--- src/rtl/screen_seq_ctl.sv ---
// -----------------------------------------------------------------------------
// screen_seq_ctl
//
// Screen sequencing controller for a menu-driven game. Mouse clicks on the
// menu and a debounced board pushbutton raise mode requests. A request is
// parked in a one-entry pending register and only committed to `mode` at the
// next vertical-blank rising edge, so a screen change never tears a frame.
// The menu also owns the difficulty bit and a 7-entry colour palette index.
//
// Ports
//   clk          in   system clock, rising-edge active
//   rst          in   asynchronous reset, active low
//   mouse_left   in   left mouse button level, synchronous to clk
//   button       in   raw board pushbutton, asynchronous and bouncing
//   xpos, ypos   in   [11:0] mouse position in pixels, synchronous to clk
//   vblnk_in     in   vertical blank; rising edge marks the frame boundary
//   mode         out  [1:0] committed screen: 00 MENU, 01 GAME, 10 CREDITS
//   difficulty   out  difficulty bit
//   color_state  out  [2:0] palette index 0..6
//   color1/2     out  [11:0] palette colours for color_state
//   game_start   out  one-cycle pulse on the first cycle mode reads GAME
// -----------------------------------------------------------------------------
module screen_seq_ctl #(
  parameter int unsigned DEBOUNCE_CYCLES = 650000,
  parameter int unsigned X_MIN           = 362,
  parameter int unsigned X_MAX           = 674
) (
  input  logic        clk,
  input  logic        rst,
  input  logic        mouse_left,
  input  logic        button,
  input  logic [11:0] xpos,
  input  logic [11:0] ypos,
  input  logic        vblnk_in,
  output logic [1:0]  mode,
  output logic        difficulty,
  output logic [2:0]  color_state,
  output logic [11:0] color1,
  output logic [11:0] color2,
  output logic        game_start
);

  typedef enum logic [1:0] {
    MODE_MENU    = 2'b00,
    MODE_GAME    = 2'b01,
    MODE_CREDITS = 2'b10
  } mode_e;

  // The counter only has to reach DEBOUNCE_CYCLES-1 before the level flips.
  localparam int unsigned    CNT_W    = (DEBOUNCE_CYCLES > 1) ? $clog2(DEBOUNCE_CYCLES) : 1;
  localparam logic [CNT_W-1:0] CNT_LAST = CNT_W'(DEBOUNCE_CYCLES - 1);

  function automatic logic in_range(input logic [11:0] v,
                                    input logic [11:0] lo,
                                    input logic [11:0] hi);
    return (v >= lo) && (v <= hi);
  endfunction

  // ---------------------------------------------------------------------------
  // Click detection and hit testing
  // ---------------------------------------------------------------------------
  logic mouse_prev;
  logic click;
  logic x_hit;
  logic hit_play, hit_diff, hit_color, hit_credits;

  // mouse_prev resets to 1 so a button held through reset release is not
  // mistaken for a fresh press.
  // NOTE: state registers use non-blocking assignments so every flop samples
  // the pre-edge value of its neighbours, regardless of statement order.
  always_ff @(posedge clk or negedge rst) begin
    if (!rst) mouse_prev <= 1'b1;
    else      mouse_prev <= mouse_left;
  end

  assign click       = mouse_left & ~mouse_prev;
  assign x_hit       = in_range(xpos, 12'(X_MIN), 12'(X_MAX));
  assign hit_play    = click & x_hit & in_range(ypos, 12'd46,  12'd146);
  assign hit_diff    = click & x_hit & in_range(ypos, 12'd238, 12'd338);
  assign hit_color   = click & x_hit & in_range(ypos, 12'd430, 12'd530);
  assign hit_credits = click & x_hit & in_range(ypos, 12'd622, 12'd722);

  // ---------------------------------------------------------------------------
  // Frame boundary
  // ---------------------------------------------------------------------------
  logic vblnk_prev;
  logic frame_start;

  always_ff @(posedge clk or negedge rst) begin
    if (!rst) vblnk_prev <= 1'b0;
    else      vblnk_prev <= vblnk_in;
  end

  assign frame_start = vblnk_in & ~vblnk_prev;

  // ---------------------------------------------------------------------------
  // Pushbutton synchroniser, debouncer and rising-edge pulse
  // ---------------------------------------------------------------------------
  logic             btn_sync1, btn_sync2;
  logic             btn_db, btn_db_d;
  logic [CNT_W-1:0] db_cnt;
  logic             btn_pulse;

  always_ff @(posedge clk or negedge rst) begin
    if (!rst) begin
      btn_sync1 <= 1'b0;
      btn_sync2 <= 1'b0;
      btn_db    <= 1'b0;
      btn_db_d  <= 1'b0;
      db_cnt    <= '0;
    end else begin
      btn_sync1 <= button;
      btn_sync2 <= btn_sync1;
      btn_db_d  <= btn_db;
      // Any cycle that agrees with the current level restarts the count.
      if (btn_sync2 == btn_db) begin
        db_cnt <= '0;
      end else if (db_cnt == CNT_LAST) begin
        btn_db <= btn_sync2;
        db_cnt <= '0;
      end else begin
        db_cnt <= db_cnt + CNT_W'(1);
      end
    end
  end

  assign btn_pulse = btn_db & ~btn_db_d;

  // ---------------------------------------------------------------------------
  // Mode sequencer: committed mode, pending request, menu settings
  // ---------------------------------------------------------------------------
  mode_e      mode_q, mode_d;
  logic       pend_valid_q, pend_valid_d;
  mode_e      pend_tgt_q, pend_tgt_d;
  logic       diff_q, diff_d;
  logic [2:0] color_q, color_d;
  logic       start_q, start_d;

  always_ff @(posedge clk or negedge rst) begin
    if (!rst) begin
      mode_q       <= MODE_MENU;
      pend_valid_q <= 1'b0;
      pend_tgt_q   <= MODE_MENU;
      diff_q       <= 1'b0;
      color_q      <= 3'd0;
      start_q      <= 1'b0;
    end else begin
      mode_q       <= mode_d;
      pend_valid_q <= pend_valid_d;
      pend_tgt_q   <= pend_tgt_d;
      diff_q       <= diff_d;
      color_q      <= color_d;
      start_q      <= start_d;
    end
  end

  always_comb begin
    // NOTE: every output of this block gets a default first, so no path
    // through the branches below can leave a variable unassigned (no latch).
    mode_d       = mode_q;
    pend_valid_d = pend_valid_q;
    pend_tgt_d   = pend_tgt_q;
    diff_d       = diff_q;
    color_d      = color_q;
    start_d      = 1'b0;

    if (pend_valid_q) begin
      // A pending request blocks all new requests and menu edits; it only
      // leaves through a frame boundary.
      if (frame_start) begin
        mode_d       = pend_tgt_q;
        pend_valid_d = 1'b0;
        start_d      = (pend_tgt_q == MODE_GAME);
      end
    end else if (mode_q == MODE_MENU) begin
      if (hit_play) begin
        pend_valid_d = 1'b1;
        pend_tgt_d   = MODE_GAME;
      end else if (hit_credits) begin
        pend_valid_d = 1'b1;
        pend_tgt_d   = MODE_CREDITS;
      end else if (hit_diff) begin
        diff_d = ~diff_q;
      end else if (hit_color) begin
        color_d = (color_q >= 3'd6) ? 3'd0 : color_q + 3'd1;
      end
    end else if (btn_pulse) begin
      pend_valid_d = 1'b1;
      pend_tgt_d   = MODE_MENU;
    end

    // Index 7 has no palette entry; recover to 0 whatever else is going on.
    if (color_q == 3'd7) color_d = 3'd0;
  end

  assign mode        = mode_q;
  assign difficulty  = diff_q;
  assign color_state = color_q;
  assign game_start  = start_q;

  // ---------------------------------------------------------------------------
  // Palette decode
  // ---------------------------------------------------------------------------
  always_comb begin
    color1 = 12'h000;
    color2 = 12'hFFF;
    case (color_q)
      3'd1: begin color1 = 12'h099; color2 = 12'hF66; end
      3'd2: begin color1 = 12'h909; color2 = 12'h6F6; end
      3'd3: begin color1 = 12'h990; color2 = 12'h66F; end
      3'd4: begin color1 = 12'h009; color2 = 12'hFF6; end
      3'd5: begin color1 = 12'h900; color2 = 12'h6FF; end
      3'd6: begin color1 = 12'h090; color2 = 12'hF6F; end
      default: begin color1 = 12'h000; color2 = 12'hFFF; end
    endcase
  end

endmodule

--- config.mk ---
export PLATFORM = sky130hd
export DESIGN_NAME = screen_seq_ctl
export DESIGN_NICKNAME = d
export VERILOG_FILES = /design/src/rtl/screen_seq_ctl.sv
export SDC_FILE = /design/constraint.sdc
export NUM_CORES = 1
export LEC_CHECK = 0
export CAP_MARGIN = 20
export CORE_ASPECT_RATIO = 1.25
export CORE_MARGIN = 3
export CORE_UTILIZATION = 53
export DETAILED_ROUTE_END_ITERATION = 10
export PLACE_DENSITY = 0.95
export SLEW_MARGIN = 40
export SYNTH_ARGS = -nofsm -noshare
export SYNTH_HDL_FRONTEND = slang
export SYNTH_SLANG_ARGS = --single-unit
--- constraint.sdc ---
create_clock -name clk -period 5.4 [get_ports clk]
set_input_delay 0.81 -clock clk [delete_from_list [all_inputs] [get_ports clk]]
set_output_delay 0.81 -clock clk [all_outputs]
set_load 0.01 [all_outputs]
==> results of run 1 <==
==> cell type report <==
class	instances	area share, %
Clock buffer	7	3.35
Clock inverter	1	1.04
Inverter	9	1.17
Multi-Input combinational cell	191	44.0
Sequential cell	36	31.4
Tap cell	56	2.44
Timing Repair Buffer	48	16.6
==> cells in the final DEF, fill, tap and decap left out, types with 4 or more instances in the layout <==
master / synthesis / layout
sky130_fd_sc_hd__nand2_1: 17 / 17
sky130_fd_sc_hd__nand2b_1: 7 / 7
sky130_fd_sc_hd__ha_1: 7 / 7
sky130_fd_sc_hd__inv_1: 9 / 9
sky130_fd_sc_hd__conb_1: 2 / 12
sky130_fd_sc_hd__clkbuf_8: 0 / 7
sky130_fd_sc_hd__or3_1: 4 / 4
sky130_fd_sc_hd__xor2_1: 8 / 8
sky130_fd_sc_hd__dfrtp_1: 35 / 35
sky130_fd_sc_hd__nand4_1: 6 / 6
sky130_fd_sc_hd__nand3_1: 13 / 13
sky130_fd_sc_hd__and3_1: 4 / 4
sky130_fd_sc_hd__o21ai_0: 8 / 8
sky130_fd_sc_hd__clkdlybuf4s50_1: 0 / 47
sky130_fd_sc_hd__nor2_1: 35 / 35
sky130_fd_sc_hd__a21oi_1: 8 / 8
sky130_fd_sc_hd__xnor2_1: 12 / 12
sky130_fd_sc_hd__nor4b_1: 4 / 4
==> power groups by stage <==
stage	sequential (mW)	combinational (mW)	clock (mW)
after floorplan	0.296	0.0633	0
after global placement	0.298	0.105	0
after detailed placement	0.297	0.108	0
after CTS	0.293	0.109	0.263
after global routing	0.294	0.118	0.274
final	0.293	0.108	0.256
==> cells by family after synthesis <==
group | after synthesis
multiplexers | 6
other | 2
buffers and inverters | 30
AO/OA/AOI/OAI | 38
AND/OR/NAND/NOR | 108
flip-flops | 36
adder cells (fa/ha/maj) | 7
XOR/XNOR | 20
==> stage by stage <==
stage	power, mW	util (%)	area (sq um)	worst slack (ps)	hold slack (ps)
CTS	0.665	69.6	2880	2300	353
global route	0.687	69.6	2880	2120	360
floorplan	0.360	-	2350	2740	331
finish	0.657	69.6	2880	2320	353
global placement	0.403	66.6	2750	2580	339
detailed placement	0.405	66.6	2750	2470	337
==> per-layer routing <==
layer	track usage [%]	vias up	part of all wire, %	wire [microns]
li1	-	937	-	-
met1	21.4	914	38	1930
met2	38.3	65	55	2750
met3	4.93	13	5.4	270
met4	7.26	0	1.6	82
met5	0	-	0	0
==> critical path, cell delays in order, from the launching register on <==
cell and delay [ps]:
sky130_fd_sc_hd__dfrtp_1 540, sky130_fd_sc_hd__inv_1 160, sky130_fd_sc_hd__ha_1 280, sky130_fd_sc_hd__o311ai_0 380
sky130_fd_sc_hd__clkdlybuf4s50_1 630
==> final timing paths <==
path / start / end / slack (ps) / cells past startpoint
max in group asynchronous: rst / mouse_prev / 4110 / 2
min in group asynchronous: rst / db_cnt[6] / 950 / 2
setup / recovery: color_state[2] / color2[11] / 2320 / 4
hold reg to reg: btn_sync1 / btn_sync2 / 350 / 0
hold / removal: btn_sync1 / btn_sync2 / 350 / 0
setup reg to reg: db_cnt[0] / db_cnt[14] / 3430 / 6
==> sequential cells by signal, indices dropped and copies added, names as in the netlist <==
name          count
btn_db_d          1
pend_valid_q      1
vblnk_prev        1
btn_sync1         1
game_start        1
mouse_prev        1
color_state       3
db_cnt           20
difficulty        1
btn_db            1
pend_tgt_q        2
btn_sync2         1
mode              2
==> reports/results.md, run 1 <==
| Step | Quantity | This run |
|:---|:---|:---|
| detailed routing | Wire length after detailed routing | 5040 microns |
| critical path | Worst-path maximum fanout | 11 |
| pwr | Relative contribution of sequential cells to total power | 44.6% |
| logic synthesis | Average cell area after synthesis | 9.36 sq um |
| logic synthesis | Summed instance area of the synthesized netlist | 2310 sq um |
| clock network | Buffer cell driving the clock tree root | sky130_fd_sc_hd__clkbuf_8 |
| clock network | Num CTS Buffers | 5 |
| layout | Layout overhead on the synthesized area | 24.4% |
| layout | Fin nets | 327 |
| placed design | Placed Cells incl. Taps | 340 |
| pwr | Switching power of the nets | 162 uW |
| clock network | Number of H-tree levels | 2 |
| sta | Setup repair after global routing missed its margin | no |
| clock network | CTS clock-pin slew for the worst setup and hold paths | 70 ps |
| sta | Total Negative Setup Slacks | 0 ps |
| logic synthesis | Fraction of synthesized cell area taken by the top area cell type | 37.9% |
| critical path | CP endpoint kind | primary output |
| detailed routing | Count of vias placed by the detailed router | 1,929 |
| logic synthesis | Sequential share of the synthesized area | 39.0% |
| logic synthesis | Post-synthesis compound-gate area fraction | 13.3% |
| logic synthesis | Number of flip-flops and latches in the synthesized netlist | 36 |
| layout | Fill cell total of the finished layout | 313 |
| layout | FF+latch area | 902 sq um |
| grt | Vias in the first global route | 1,884 |
| pwr | Power density over the cells | 228 nW/um^2 |
| run status | Outcome | complete, no violations |
| placed design | Placed wire-length estimate | 3890 microns |
| logic synthesis | Post-synthesis adder-cell area fraction | 3.79% |
| floorplan | Top Ports | 60 |
| detailed routing | Remaining number of nets flagged by the antenna check after routing | 0 |
| detailed routing | Average wire length per cell after detail routing | 14.5 microns |
| placed design | Routability congestion estimate | 0.895 |
| floorplan | Area of the core | 4130 sq um |
| pwr | Sw Ratio | 24.7% |
| detailed routing | Post-DR vias/cell | 5.54 |
| logic synthesis | Synth unique cells | 50 |
| critical path | Nature of the critical path startpoint | flip-flop |
| logic synthesis | Number of flops mapped to enable cells by yosys | 0 |
| sta | Slew @ Worst Pin | 589 ps |
| logic synthesis | Post-synthesis instance total | 247 |
| sta | Crit path time final | 3080 ps |
| logic synthesis | Xor-xnor portion of the synthesized cell area | 7.58% |
| layout | Number of diodes | 0 |
| clock network | Clock network latency to the later pin of the worst-skew pair | 280 ps |
| logic synthesis | Proportion of synthesized area in mux cells | 2.76% |
| detailed routing | Post-detailed-route DRC marker count | 0 |
| logic synthesis | Most common flop cell mapped by yosys | sky130_fd_sc_hd__dfrtp_1 |
| clock network | Clk sinks | 36 |
| layout | Count of placed standard cells in the final layout, fillers left out | 348 |
| pwr | Share of total power in the clock network | 38.9% |
| layout | Fraction of layout cells with a size suffix above 1 | 8.90% |
| grt | Number of antenna violations at the first check in global routing | 0 |
| worst hold path | Path type of the worst min-delay path | flip-flop to flip-flop |
| logic synthesis | Area share of and/or/nand/nor cells after synthesis | 25.4% |
| pwr | Largest voltage drop on the vdd net | 0.200 mV |
| clock network | Postcts setup bufs | 0 |
| grt | Maximum number of pins on one net before global-route repair | 37 |
| pwr | Internal | 494 uW |
| critical path | Data required time of the worst path | 4590 ps |
| layout | Area occupied by multi-input gates | 1270 sq um |
| clock network | Maximum buffer depth of the clock tree | 2 |
| logic synthesis | Top cells by instance count after synthesis | sky130_fd_sc_hd__dfrtp_1 (35), sky130_fd_sc_hd__nor2_1 (35), sky130_fd_sc_hd__buf_4 (18), sky130_fd_sc_hd__nand2_1 (17), sky130_fd_sc_hd__nand3_1 (13) |
| placed design | Number of buffers inserted by port buffering | 47 |
| critical path | Arrival @ worst endpoint | 2270 ps |
| logic synthesis | Async set-reset flop share out of synthesis | 100% |
| logic synthesis | Cell accounting for the most synthesized area | sky130_fd_sc_hd__dfrtp_1 |
| critical path | Startpoint-to-endpoint class of the critical path | flip-flop to primary output |
| flow run | Number of maximum-capacitance violations | 0 |
| grt | Wire length of the first global-routing pass | 8260 microns |
| sta | Final critical-path share of the clock period | 57.0% |
| detailed routing | Iteration-0 DRC count of the detailed router | 126 |
| sta | Relative slew margins | 60.7% |
| floorplan | Die Footprint | 5200 sq um |
| clock network | Number of instances resized during post-cts repair | 0 |
| logic synthesis | Main combinational cell family by area after synthesis | simple AND/OR/NAND/NOR gates |
| logic synthesis | Count of yosys warnings during synthesis | 0 |
| grt | Sum of overflow across all layers after global routing | 0 |
| sta | FMAX | 325 MHz |
| sta | Number of max-slew violations in the final report | 0 |
| sta | Clock skew | 6.22 ps |
| floorplan | Starting density of the core | 56.0% |
| pwr | Portion of total power attributed to combinational logic | 16.5% |
| sta | Final setup violation count | 0 |
| floorplan | Number of rows in the core area | 26 |
| floorplan | Die Span X | 65.1 microns |
| logic synthesis | Top area cells in the synthesized netlist | sky130_fd_sc_hd__dfrtp_1 (38%), sky130_fd_sc_hd__buf_4 (5.8%), sky130_fd_sc_hd__nor2_1 (5.7%), sky130_fd_sc_hd__xnor2_1 (4.5%), sky130_fd_sc_hd__ha_1 (3.8%) |
| detailed routing | Number of optimization iterations in the first detailed-route pass | 4 |
| pwr | Leak Pwr | 1.16 nW |
| sta | Final Hold Violating Endpoints | 0 |
| clock network | Total of hold buffers inserted after clock tree synthesis | 0 |
| floorplan | Floorplan die height | 79.8 microns |
| clock network | TritonCTS clock tree | built |
| grt | Total routing usage reported by global routing | 20.2% |
(Power assumes the default switching activity.)
==> inputs of run 2 (changes only) <==
Settings changed: CORE_UTILIZATION 53 to 44, PLACE_DENSITY 0.95 to 0.86.
Clock period 5.4 ns to 2.68 ns, I/O delays scaled along.
==> reports/results.md, run 2 (same netlist as run 1, synthesis figures left out) <==
| Step | Quantity | This run | Change |
|:---|:---|:---|:---|
| run status | Outcome | complete, no violations |  |
| clock network | Clock network latency to the later pin of the worst-skew pair | 290 ps | about the same |
| critical path | CP cell instances | ha_1 -> ha_1 -> nor2_1 -> o31ai_2 -> o41ai_2 -> clkdlybuf4s50_1 |  |
| clock network | Buffer cell driving the clock tree root | sky130_fd_sc_hd__clkbuf_8 |  |
| critical path | Cell family with most CP delay | buffers and inverters |  |
| sta | Fin Hold WS | 359 ps | +6.36 ps |
| layout | Count of placed standard cells in the final layout, fillers left out | 354 | +1.7% |
| sta | Setup repair after global routing missed its margin | yes |  |
| pwr | Leak Pwr | 1.16 nW | -0.18% |
| worst hold path | Min-Delay Endpoint | btn_sync2 |  |
| floorplan | Floorplan die height | 87.1 microns | +9.0% |
| layout | Fill cell total of the finished layout | 421 | +35% |
| critical path | Data required time of the worst path | 2280 ps | -2310 ps |
| critical path | Worst-path maximum fanout | 6 | -5 |
| clock network | Num CTS Buffers | 5 | unchanged |
| detailed routing | Average wire length per cell after detail routing | 13.6 microns | -5.9% |
| critical path | Delay contributed by the slowest stage of the critical path | 600 ps | -30 ps |
| pwr | Share of total power in the clock network | 32.7% | -6.2 points |
| layout | Final cell utilization of the core | 58.7% | -11 points |
| sta | Clock skew | 7.85 ps | +1.63 ps |
| layout | Largest register FFs | 20 | unchanged |
| clock network | Postcts setup bufs | 0 | unchanged |
| clock network | Number of H-tree levels | 2 | unchanged |
| worst hold path | Path type of the worst min-delay path | flip-flop to flip-flop |  |
| critical path | R2R setup slack | 780 ps | -2650 ps |
| critical path | Nature of the critical path startpoint | flip-flop |  |
| floorplan | Number of rows in the core area | 28 | +7.7% |
| pwr | Largest voltage drop on the vdd net | 0.463 mV | +130% |
| worst hold path | Instance count along the most critical hold path | 0 | unchanged |
| sta | Final critical-path share of the clock period | 96.7% |  |
| detailed routing | Wire length after detailed routing | 4820 microns | -4.2% |
| flow run | Number of maximum-capacitance violations | 0 | unchanged |
| sta | Total Negative Setup Slacks | 0 ps | unchanged |
| sta | Slew @ Worst Pin | 585 ps | -3.89 ps |
| critical path | Destination of the worst register-to-register timing path | color_state[1] |  |
| sta | FMAX | 386 MHz |  |
| sta | Crit path time final | 2590 ps |  |
| placed design | Routability congestion estimate | 0.869 | -2.9% |
| placed design | Placed Cells incl. Taps | 346 | +1.8% |
| layout | Number of diodes | 0 | unchanged |
| critical path | CP endpoint kind | primary output |  |
| placed design | Placed wire-length estimate | 3610 microns | -7.3% |
| pwr | Switching power of the nets | 334 uW | +110% |
| sta | Relative slew margins | 60.9% | +0.26 points |
| clock network | Maximum buffer depth of the clock tree | 2 | unchanged |
| detailed routing | Count of vias placed by the detailed router | 1,905 | -1.2% |
| clock network | CTS clock-pin slew for the worst setup and hold paths | 70 ps | about the same |
| pwr | Portion of total power attributed to combinational logic | 18.2% | +1.7 points |
| detailed routing | Post-detailed-route DRC marker count | 0 | unchanged |
| floorplan | Die Span X | 70.8 microns | +8.9% |
| layout | Largest register by flop count | db_cnt |  |
| layout | Fraction of layout cells with a size suffix above 1 | 10.9% | +2.0 points |
| critical path | Reg-to-Reg Start | mouse_prev |  |
| floorplan | Die Footprint | 6170 sq um | +19% |
| worst hold path | Min-delay src | btn_sync1 |  |
| sta | Number of max-slew violations in the final report | 0 | unchanged |
| sta | Final Hold Violating Endpoints | 0 | unchanged |
| layout | Commonest non-fill, non-tap cell in the layout | sky130_fd_sc_hd__clkdlybuf4s50_1 |  |
| detailed routing | Iteration-0 DRC count of the detailed router | 105 | -17% |
| layout | Leading cell types in the layout, fill and taps excluded | sky130_fd_sc_hd__clkdlybuf4s50_1 (47), sky130_fd_sc_hd__nor2_1 (35), sky130_fd_sc_hd__dfrtp_1 (33) |  |
| layout | Layout overhead on the synthesized area | 24.5% | about the same |
| critical path | Count of buffer and inverter cells on the critical path | 1 | -1 |
| pwr | Power density over the cells | 420 nW/um^2 | +84% |
| clock network | TritonCTS clock tree | built |  |
| grt | Maximum number of pins on one net before global-route repair | 37 | unchanged |
| floorplan | Starting density of the core | 47.1% | -8.8 points |
| critical path | Startpoint-to-endpoint class of the critical path | flip-flop to primary output |  |
| floorplan | Top Ports | 60 | unchanged |
| placed design | Number of buffers inserted by port buffering | 47 | unchanged |
| critical path | Cell with the biggest individual delay on the critical path | sky130_fd_sc_hd__clkdlybuf4s50_1 |  |
| floorplan | Area of the core | 4900 sq um | +19% |
| grt | Number of antenna violations at the first check in global routing | 0 | unchanged |
| pwr | Relative contribution of sequential cells to total power | 49.1% | +4.5 points |
| detailed routing | Post-DR vias/cell | 5.38 | -2.9% |
| clock network | Clk sinks | 36 | unchanged |
| grt | Vias in the first global route | 1,890 | +0.32% |
| sta | Final setup violation count | 0 | unchanged |
| pwr | Internal | 874 uW | +77% |
| grt | Total routing usage reported by global routing | 16.4% | -3.8 points |
| detailed routing | Number of optimization iterations in the first detailed-route pass | 4 | unchanged |
| layout | Fin nets | 329 | +0.61% |
| critical path | Arrival @ worst endpoint | 2190 ps | -80 ps |
| critical path | Most frequent CP cell | sky130_fd_sc_hd__ha_1 |  |
| grt | Sum of overflow across all layers after global routing | 0 | unchanged |
| grt | Wire length of the first global-routing pass | 8230 microns | -0.34% |
| pwr | Sw Ratio | 27.6% | +2.9 points |
| detailed routing | Remaining number of nets flagged by the antenna check after routing | 0 | unchanged |
| critical path | Number of cell instances on the worst register-to-register path | 5 | -1 |
run 2: worst reg2reg max path, delay by kind of cell (launching register included):
kind | cells | cell delay (ps)
and+or+nand+nor | 2 | 430
AOI/OAI and AO/OA | 2 | 770
DFF | 1 | 360
muxes | 1 | 240
run 2: worst max path at each step:
stage	from	to	slack, ps	cells after the start
3_5_place_dp	ypos[8]	color_state[1]	180	6
5_1_grt	color_state[0]	color2[8]	-40	4
6_report	color_state[0]	color2[7]	90	6
4_1_cts	color_state[0]	color2[7]	40	4
3_3_place_gp	ypos[8]	color_state[1]	250	6
2_1_floorplan	color_state[2]	color2[11]	430	5
run 2: layout make-up:
cell class / count / area [sq um] / share of cell area, %
Tap cell: 60 / 75.1 / 2.61
Inverter: 9 / 33.8 / 1.17
Clock inverter: 2 / 10.0 / 0.348
Multi-Input combinational cell: 191 / 1280 / 44.4
Timing Repair Buffer: 50 / 493 / 17.1
Sequential cell: 36 / 905 / 31.4
Clock buffer: 6 / 82.6 / 2.87
run 2: metrics by stage:
| stage | total power, mW | instance area (sq um) | setup WS [ps] |
|---|---|---|---|
| 6_report | 1.21 | 2880 | 88.6 |
| 5_1_grt | 1.27 | 2880 | -40.3 |
| 2_1_floorplan | 0.725 | 2350 | 428 |
| 3_3_place_gp | 0.817 | 2770 | 249 |
| 3_5_place_dp | 0.821 | 2770 | 183 |
| 4_1_cts | 1.21 | 2860 | 42.6 |
run 2: power by group through the flow:
stage                     registers [mW]  logic (mW)  clock network, mW
after floorplan                    0.597       0.128                  0
after global placement             0.600       0.217                  0
after detailed placement           0.602       0.219                  0
after CTS                          0.592       0.221              0.402
after global routing               0.595       0.241              0.432
final                              0.593       0.220              0.395
run 2: per-layer routing:
metal / wire, microns / vias up / global-route usage [%]
met5: 0 / - / 0
met4: 114 / 0 / 7.01
met3: 261 / 11 / 2.89
met2: 2500 / 65 / 30.0
met1: 1950 / 890 / 18.6
li1: - / 939 / -
run 2: timing repair:
item	in CTS	in global routing
hold buffers	0	0
gates resized for setup	1	4
endpoints found under the setup margin	2	8
==> inputs of run 3 (changes only) <==
Settings changed: SKIP_LAST_GASP set to 1.
==> results of run 3 <==
No change in the layout: final DEF, timing and power equal those of run 2.
